[config.mk]
export PLATFORM = sky130hd
export DESIGN_NAME = cdb_arbiter_flat
export DESIGN_NICKNAME = d
export VERILOG_FILES = /design/src/rtl/cdb_arbiter_if.sv /design/src/rtl/cdb_arbiter.sv /design/src/flat_wrapper.sv
export SDC_FILE = /design/constraint.sdc
export NUM_CORES = 1
export LEC_CHECK = 0
export ABC_AREA = 1
export BUFFER_PORTS_ARGS = -buffer_cell sky130_fd_sc_hd__clkbuf_2
export CORE_AREA = 2 2 142 144
export CTS_CLUSTER_DIAMETER = 60
export DETAILED_ROUTE_END_ITERATION = 16
export DIE_AREA = 0 0 144 146
export PLACE_DENSITY_LB_ADDON = 0.2
export SETUP_SLACK_MARGIN = 0.1
export SLEW_MARGIN = 20
export SYNTH_ARGS = -nofsm -noshare
export SYNTH_HDL_FRONTEND = slang
export SYNTH_SLANG_ARGS = --single-unit
export TNS_END_PERCENT = 30
[constraint.sdc]
create_clock -name clock -period 4.15 [get_ports clock]
set_clock_uncertainty 0.1 [all_clocks]
set_input_delay 0.2075 -clock clock [delete_from_list [all_inputs] [get_ports clock]]
set_output_delay 0.2075 -clock clock [all_outputs]
set_load 0.01 [all_outputs]
[src/rtl/cdb_arbiter_if.sv]
// Packet types and the FU <-> CDB arbiter interface.
// The master side is the execute stage and squash source; the slave side is the arbiter.
package cdb_arbiter_pkg;
  localparam int ROB_TAG_W  = 5;
  localparam int PHYS_TAG_W = 6;
  localparam int DATA_W     = 32;

  typedef struct packed {
    logic                  done;
    logic [ROB_TAG_W-1:0]  rob_tag;
    logic [PHYS_TAG_W-1:0] dest_tag;
    logic [DATA_W-1:0]     result;
  } fu_out_packet_t;

  typedef struct packed {
    logic                  valid;
    logic [ROB_TAG_W-1:0]  rob_tag;
    logic [PHYS_TAG_W-1:0] dest_tag;
    logic [DATA_W-1:0]     value;
  } cdb_packet_t;
endpackage

interface cdb_arbiter_if #(
  parameter int NUM_FU = 6
);
  import cdb_arbiter_pkg::*;

  fu_out_packet_t [NUM_FU:0] ex_cdb_packet;
  logic                      squash;
  logic [NUM_FU:0]           ack;
  cdb_packet_t               cdb_packet;

  modport master (
    output ex_cdb_packet,
    output squash,
    input  ack,
    input  cdb_packet
  );

  modport slave (
    input  ex_cdb_packet,
    input  squash,
    output ack,
    output cdb_packet
  );
endinterface

[src/rtl/cdb_arbiter.sv]
// Round-robin completion arbiter: grants one finished FU per cycle (combinational ack)
// and registers the winner's result as the next common-data-bus broadcast.
module cdb_arbiter
  import cdb_arbiter_pkg::*;
#(
  parameter int NUM_FU = 6
) (
  input  logic       clock,
  input  logic       reset,
  cdb_arbiter_if.slave bus
);
  localparam int PTR_W = $clog2(NUM_FU + 1);
  localparam logic [PTR_W-1:0] PTR_FIRST = PTR_W'(1);
  localparam logic [PTR_W-1:0] PTR_LAST  = PTR_W'(NUM_FU);

  logic [PTR_W-1:0] ptr_q, ptr_d;
  cdb_packet_t      cdb_q, cdb_d;

  logic [NUM_FU:0]  req;
  logic [NUM_FU:0]  ack;
  logic             grant;
  logic [PTR_W-1:0] win;
  int               cand;

  // FU0 occupies an unused slot in the packet array and never requests.
  always_comb begin
    req   = '0;
    grant = 1'b0;
    win   = PTR_FIRST;
    cand  = 0;
    for (int i = 1; i <= NUM_FU; i++) begin
      req[i] = bus.ex_cdb_packet[i].done;
    end
    for (int k = 0; k < NUM_FU; k++) begin
      cand = int'(ptr_q) + k;
      if (cand > NUM_FU) begin
        cand = cand - NUM_FU;
      end
      if (!grant && req[PTR_W'(cand)]) begin
        grant = 1'b1;
        win   = PTR_W'(cand);
      end
    end
    if (!reset || bus.squash) begin
      grant = 1'b0;
    end
  end

  always_comb begin
    ack = '0;
    if (grant) begin
      ack[win] = 1'b1;
    end
  end

  assign bus.ack = ack;

  // Winner moves to lowest priority; squash restarts the search at FU1.
  always_comb begin
    ptr_d = ptr_q;
    cdb_d = '0;
    if (bus.squash) begin
      ptr_d = PTR_FIRST;
    end else if (grant) begin
      ptr_d = (win == PTR_LAST) ? PTR_FIRST : win + PTR_W'(1);
      cdb_d = '{valid:    1'b1,
                rob_tag:  bus.ex_cdb_packet[win].rob_tag,
                dest_tag: bus.ex_cdb_packet[win].dest_tag,
                value:    bus.ex_cdb_packet[win].result};
    end
  end

  // Broadcast stage boundary
  always_ff @(posedge clock) begin
    if (!reset) begin
      ptr_q <= PTR_FIRST;
      cdb_q <= '0;
    end else begin
      ptr_q <= ptr_d;
      cdb_q <= cdb_d;
    end
  end

  assign bus.cdb_packet = cdb_q;
endmodule

[src/flat_wrapper.sv]
// flat-port wrapper written by rule: the top's interface ports become plain ports
module cdb_arbiter_flat import cdb_arbiter_pkg::*;
#(
  parameter int NUM_FU = 6
)
  (clock, reset, bus_ex_cdb_packet, bus_squash, bus_ack, bus_cdb_packet);
  cdb_arbiter_if #(.NUM_FU(NUM_FU)) bus_i ();
  input  logic clock;
  input  logic reset;
  input wire logic [$bits(bus_i.ex_cdb_packet)-1:0] bus_ex_cdb_packet;
  input wire logic [$bits(bus_i.squash)-1:0] bus_squash;
  output wire logic [$bits(bus_i.ack)-1:0] bus_ack;
  output wire logic [$bits(bus_i.cdb_packet)-1:0] bus_cdb_packet;
  assign bus_i.ex_cdb_packet = bus_ex_cdb_packet;
  assign bus_i.squash = bus_squash;
  assign bus_ack = bus_i.ack;
  assign bus_cdb_packet = bus_i.cdb_packet;
  cdb_arbiter #(.NUM_FU(NUM_FU)) u_core (.clock(clock), .reset(reset), .bus(bus_i));
endmodule
==> results of run 1 <==
==> logic make-up (layout without fill, tap and decap cells) <==
group	after synthesis	in the layout	share of synthesized area, %
flip-flops	47	47	15.6
buffers and inverters	285	591	20.7
AO/OA/AOI/OAI	21	21	2.14
other	1	3	0.0622
XOR/XNOR	2	2	0.415
AND/OR/NAND/NOR	799	799	59.1
adder cells (fa/ha/maj)	9	9	1.99
==> registers in the layout (all words and copies together), names as in the netlist <==
| register | flops |
|---|---|
| u_core.bus.cdb_packet | 44 |
| u_core.ptr_q | 3 |
==> stage by stage <==
step	utilization (%)	hold slack [ps]	instance area, um^2	worst slack, ps
after floorplan	-	269	6020	1200
after global placement	41.3	399	7980	592
after detailed placement	41.3	406	7980	587
after CTS	42.0	80.3	8120	213
after global routing	42.2	112	8150	21.5
final	42.2	91.4	8150	353
==> report_power, final <==
group          leakage [nW]  internal, W  switching, W
combinational          4.71      0.00119       0.00228
clock                0.0740     0.000225      0.000215
sequential            0.386     0.000591     0.0000485
total                  5.17      0.00201       0.00254
==> synthesized netlist by cell type <==
| cell type | instances | area (um^2) |
|---|---|---|
| a21oi_1 | 2 | 10.0 |
| a21oi_2 | 2 | 17.5 |
| buf_1 | 2 | 7.51 |
| buf_2 | 47 | 235 |
| buf_4 | 15 | 113 |
| buf_6 | 8 | 90.1 |
| clkbuf_1 | 10 | 37.5 |
| conb_1 | 1 | 3.75 |
| dfxtp_1 | 47 | 941 |
| fa_1 | 1 | 20.0 |
| ha_1 | 8 | 100 |
| inv_1 | 192 | 721 |
| inv_2 | 11 | 41.3 |
| nand2_1 | 302 | 1130 |
| nand2_2 | 6 | 37.5 |
| nand2_4 | 2 | 22.5 |
| nand3_1 | 367 | 1840 |
| nand3_2 | 2 | 20.0 |
| nand3b_1 | 3 | 22.5 |
| nand4_1 | 7 | 43.8 |
| nand4_2 | 1 | 12.5 |
| nor2_1 | 103 | 387 |
| nor2_2 | 2 | 12.5 |
| nor2_4 | 1 | 11.3 |
| nor3_1 | 1 | 5.00 |
| nor3_2 | 1 | 10.0 |
| o211ai_1 | 2 | 15.0 |
| o21a_1 | 2 | 15.0 |
| o21ai_0 | 5 | 25.0 |
| o21ai_1 | 6 | 30.0 |
| o21ai_2 | 1 | 8.76 |
| o21bai_1 | 1 | 7.51 |
| or2_1 | 1 | 6.26 |
| xor2_1 | 1 | 8.76 |
| xor2_2 | 1 | 16.3 |
==> routing by layer <==
layer	share of wire [%]	global-route usage (%)
met1	42	26.8
met2	48	37.7
met3	8.0	4.87
met4	2.3	6.62
met5	0	0
==> path summary, 6_finish.rpt <==
check | start | endpoint | slack [ps] | cells past startpoint
max | u_core.ptr_q[0]$_SDFFE_PP1P_ | bus_ack[1] | 350 | 16
min | bus_squash | u_core.ptr_q[0]$_SDFFE_PP1P_ | 90 | 3
max reg2reg | u_core.ptr_q[1]$_SDFFE_PP0P_ | u_core.bus.cdb_packet[6]$_SDFF_PP0_ | 650 | 19
min reg2reg | u_core.ptr_q[1]$_SDFFE_PP0P_ | u_core.ptr_q[1]$_SDFFE_PP0P_ | 520 | 4
==> placed cells by master (no fill, tap or decap), drive strengths merged <==
master and count:
o21a 2, o211ai 2, ha 8, o21ai 12
clkbuf 364, dfxtp 47, or2 1, nor2 106
nor3 2, nand4 8, clkinv 2, diode 2
a21oi 4, nand2 310, fa 1, conb 1
buf 21, nand3b 3, o21bai 1, xor2 2
inv 204, nand3 369
==> layout make-up <==
type,count,area (um^2)
Fill cell,2251,11200
Multi-Input combinational cell,832,3890
Timing Repair Buffer,380,2070
Sequential cell,47,943
Inverter,203,762
Tap cell,265,332
Clock buffer,5,125
Clock inverter,3,18.8
Antenna cell,2,5.00
==> worst max-delay path, cell delays in order, from the launching register on <==
cell and delay [ps]:
dfxtp_2 430, inv_2 120, ha_1 380, inv_1 140
nor2_1 60, nand2_1 60, nand2_1 70, a21oi_2 190
nand3_1 120, nand2_1 140, nand3_1 80, nand2_1 70
nand2_1 60, nor2_1 180, nand3_4 480, nor3_2 410
clkbuf_2 200
==> run metrics, run 1 <==
Non-Filler Instances 1737; Avg Cell Area, Syn 5.18 um^2; first drt pass iteration count 5; worst slew pin tran 578 ps; maxcap violations 0; Clock Pin Slew Worst Setup and Hold Paths 90 ps; GRT overflow 0; CTS H-tree lvls 2; routed wire length per instance 14.1 um; Total GRT Usage 21.8%; IO Port Bufs 359; Syn. warnings 0; core area 19300 um^2; critical path type flip-flop to primary output; Arrival @ worst endpoint 3490 ps; maximum clock frequency 263 MHz; total power draw 0.00455 W; worst skew pair latency 310 ps; setup violators final 0; largest net degree at the start of global routing 84; nets 1789; static leakage 5.17 nW; crit end category primary output; worst-case clock buffer depth 2; number of buffers created by CTS 5; Seq cells post-synth 47; RSZ-0062 raised after global routing true; CP Max Fanout 41; share of layout cells above drive strength 1 28.8%; PD cells 558 nW/um^2; Area growth, synth to finish 35.3%; Resized cells post-CTS 0; die span in x 144 um; fin crit period 3800 ps; first-pass GRT wire length 36.7 mm; Setup TNS 0 ps; Syn Nets 1484; Initial DRC Count 490; mapped cell area 6020 um^2; drt total wl 24.4 mm; Remaining DRCs 0; Setup crit start kind flip-flop; vias per cell 4.64; status complete, no violations; Cells after Synth 1164; final hold vios 0; routability cong. 0.910; DR vias 8068; initial antenna violation count 2; data required time of the worst path 3840 ps; sequential share of the synthesized area 15.6%; period utilization 91.5%; DIE AREA 21000 um^2; Final Max Tran Viols 0; I/O pin count 362; DP Cell Count 1727; Setup Buffers After CTS 0; antenna-violating nets left 0; CTS tree yes; Worst Hold Class primary input to flip-flop; Netlist cell types 35; vias in the first global route 7131; Clock Tree Root clkbuf_16; DP HPWL 18.1 mm; number of clock sinks 47; Peak VDD IR 0.296 mV; Initial Util 31.2%; Die Y 146 um; Slew headroom 61.4%; # rows 51; Post-CTS Hold Buffers 0
Power figures use the tool's default switching activity.
==> run 2, diff against run 1 <==
PLACE_DENSITY = 0.68   (was unset)
PLACE_DENSITY_LB_ADDON = unset   (was 0.2)
==> run 2 against run 1 <==
Against the previous run:
- worst setup slack improved by 59 ps
- flip-flop and latch count did not move
- core utilization shrank 0.12 points
- maximum frequency is 1.6% higher
- critical path depth is 2 lower
- non-clock buffer count increased by 3
- largest cell class unchanged
- largest power group unchanged
==> run metrics, run 2 (synthesis results as in run 1) <==
status complete, no violations; Critical path origin u_core.ptr_q[1]$_SDFFE_PP0P_; Non-Filler Instances 1739 (+0.12%); Hold WS 86.9 ps (-4.58 ps); Hold Path End u_core.ptr_q[0]$_SDFFE_PP1P_; Initial DRC Count 576 (+18%); antenna-violating nets left 0 (unchanged); Final Max Tran Viols 0 (unchanged); drt total wl 24.2 mm (-0.97%); final setup margin 411 ps (+58.9 ps); Worst Hold Depth 3 (unchanged); DP Cell Count 1728 (+0.058%); GRT overflow 0 (unchanged); worst skew pair latency 300 ps (about the same); Remaining DRCs 0 (unchanged); reg2reg setup slack 650 ps (about the same); worst slew pin tran 712 ps (+134 ps); Total GRT Usage 21.7% (-0.093 points); crit end category primary output; Worst Hold Class primary input to flip-flop; vias in the first global route 7279 (+2.1%); pre-CTS WS 386 ps (-202 ps); most frequent cells in the layout nand3_1, clkbuf_2, nand2_1; CP Max Fanout 10 (-76%); Clock Tree Root clkbuf_16; Arrival @ worst endpoint 3430 ps (-60 ps); cells on worst reg2reg path 16 (-3); Setup crit start kind flip-flop; maxcap violations 0 (unchanged); RSZ-0062 raised after global routing true; fin crit period 3740 ps (-58.9 ps); RR Startpoint u_core.ptr_q[1]$_SDFFE_PP0P_; vias per cell 4.72 (+1.6%); DIE AREA 21000 um^2 (unchanged); commonest non-fill, non-tap cell in the layout nand3_1; routed wire length per instance 13.9 um (-1.1%); PD cells 563 nW/um^2 (+0.80%); Clock Pin Slew Worst Setup and Hold Paths 70 ps (-20 ps); static leakage 5.16 nW (about the same); CTS tree yes; routability cong. 0.898 (-1.3%); number of buffers created by CTS 5 (unchanged); first-pass GRT wire length 36.4 mm (-0.70%); largest net degree at the start of global routing 84 (unchanged); initial antenna violation count 0 (-2); DR vias 8207 (+1.7%); setup violators final 0 (unchanged); die span in x 144 um (unchanged); Peak VDD IR 0.451 mV (+52%); FF-to-FF End u_core.bus.cdb_packet[3]$_SDFF_PP0_; design area 8130 um^2 (-0.29%); period utilization 90.1% (-1.4 points); data required time of the worst path 3840 ps (about the same); maximum clock frequency 267 MHz (+1.6%); first drt pass iteration count 5 (unchanged); number of clock sinks 47 (unchanged); Initial Util 31.2% (unchanged); critical path type flip-flop to primary output; max reg flops 44 (unchanged); core area 19300 um^2 (unchanged); Setup TNS 0 ps (unchanged); share of layout cells above drive strength 1 28.8% (about the same); I/O pin count 362 (unchanged); number of diodes 0 (-2); final hold vios 0 (unchanged); Area growth, synth to finish 34.9%; worst-case clock buffer depth 2 (unchanged); nets 1793 (+0.22%); CTS H-tree lvls 2 (unchanged); Placement Cell Area 7950 um^2 (-0.38%); Slew headroom 52.5% (-9.0 points); # rows 51 (unchanged); DP HPWL 18.5 mm (+2.0%); Die Y 146 um (unchanged); hold_sp bus_squash; IO Port Bufs 359 (unchanged)
==> run 2: how the worst max path moves through the flow <==
stage	end	slack (ps)	cells past startpoint
finish	bus_ack[4]	410	14
global route	bus_ack[5]	80	15
CTS	bus_ack[4]	130	13
detailed placement	bus_ack[4]	390	13
global placement	bus_ack[4]	410	13
floorplan	bus_ack[6]	1200	15
==> run 2: power breakdown <==
| part | total, W | switching (W) | internal (W) |
|---|---|---|---|
| combinational | 0.00349 | 0.00232 | 0.00117 |
| clock | 0.000448 | 0.000206 | 0.000242 |
| sequential | 0.000636 | 0.0000448 | 0.000591 |
| total | 0.00457 | 0.00257 | 0.00200 |
==> run 2: cell type report <==
| cell class | instances | area (um^2) |
|---|---|---|
| Inverter | 203 | 764 |
| Tap cell | 265 | 332 |
| Clock buffer | 6 | 139 |
| Fill cell | 2170 | 11200 |
| Multi-Input combinational cell | 833 | 3880 |
| Sequential cell | 47 | 941 |
| Timing Repair Buffer | 383 | 2050 |
| Clock inverter | 2 | 16.3 |
==> run 2: metrics by stage <==
| step | power, W | utilization [%] |
|---|---|---|
| CTS | 0.00457 | 41.9 |
| global placement | 0.00406 | 41.1 |
| floorplan | 0.00316 | - |
| global route | 0.00500 | 42.0 |
| finish | 0.00457 | 42.0 |
| detailed placement | 0.00408 | 41.1 |
==> run 2: what timing repair did <==
action                                  CTS  global route
pin swaps                                 1             1
endpoints found under the setup margin    2             3
gates resized for setup                   0             2
buffers inserted                          0             2
hold buffers                              0             0
cloned                                    1             0
==> run 2: routing by layer <==
layer / wire length [um] / vias to the layer above / global-route usage (%)
met5: 0 / - / 0
met4: 811 / 0 / 7.84
met3: 2190 / 58 / 4.05
met2: 11300 / 406 / 37.3
met1: 9880 / 3495 / 26.9
li1: - / 4248 / -
==> run 2: critical path, stage by stage (launching register included) <==
cell and delay, ps:
dfxtp_1 460, inv_2 160, ha_1 350, inv_1 60
o21a_1 210, o21ai_1 310, buf_4 230, nand4_2 140
nor2_4 170, nand3_1 170, nand2_1 260, inv_2 130
nand3_1 260, nor2_1 80, clkbuf_2 140
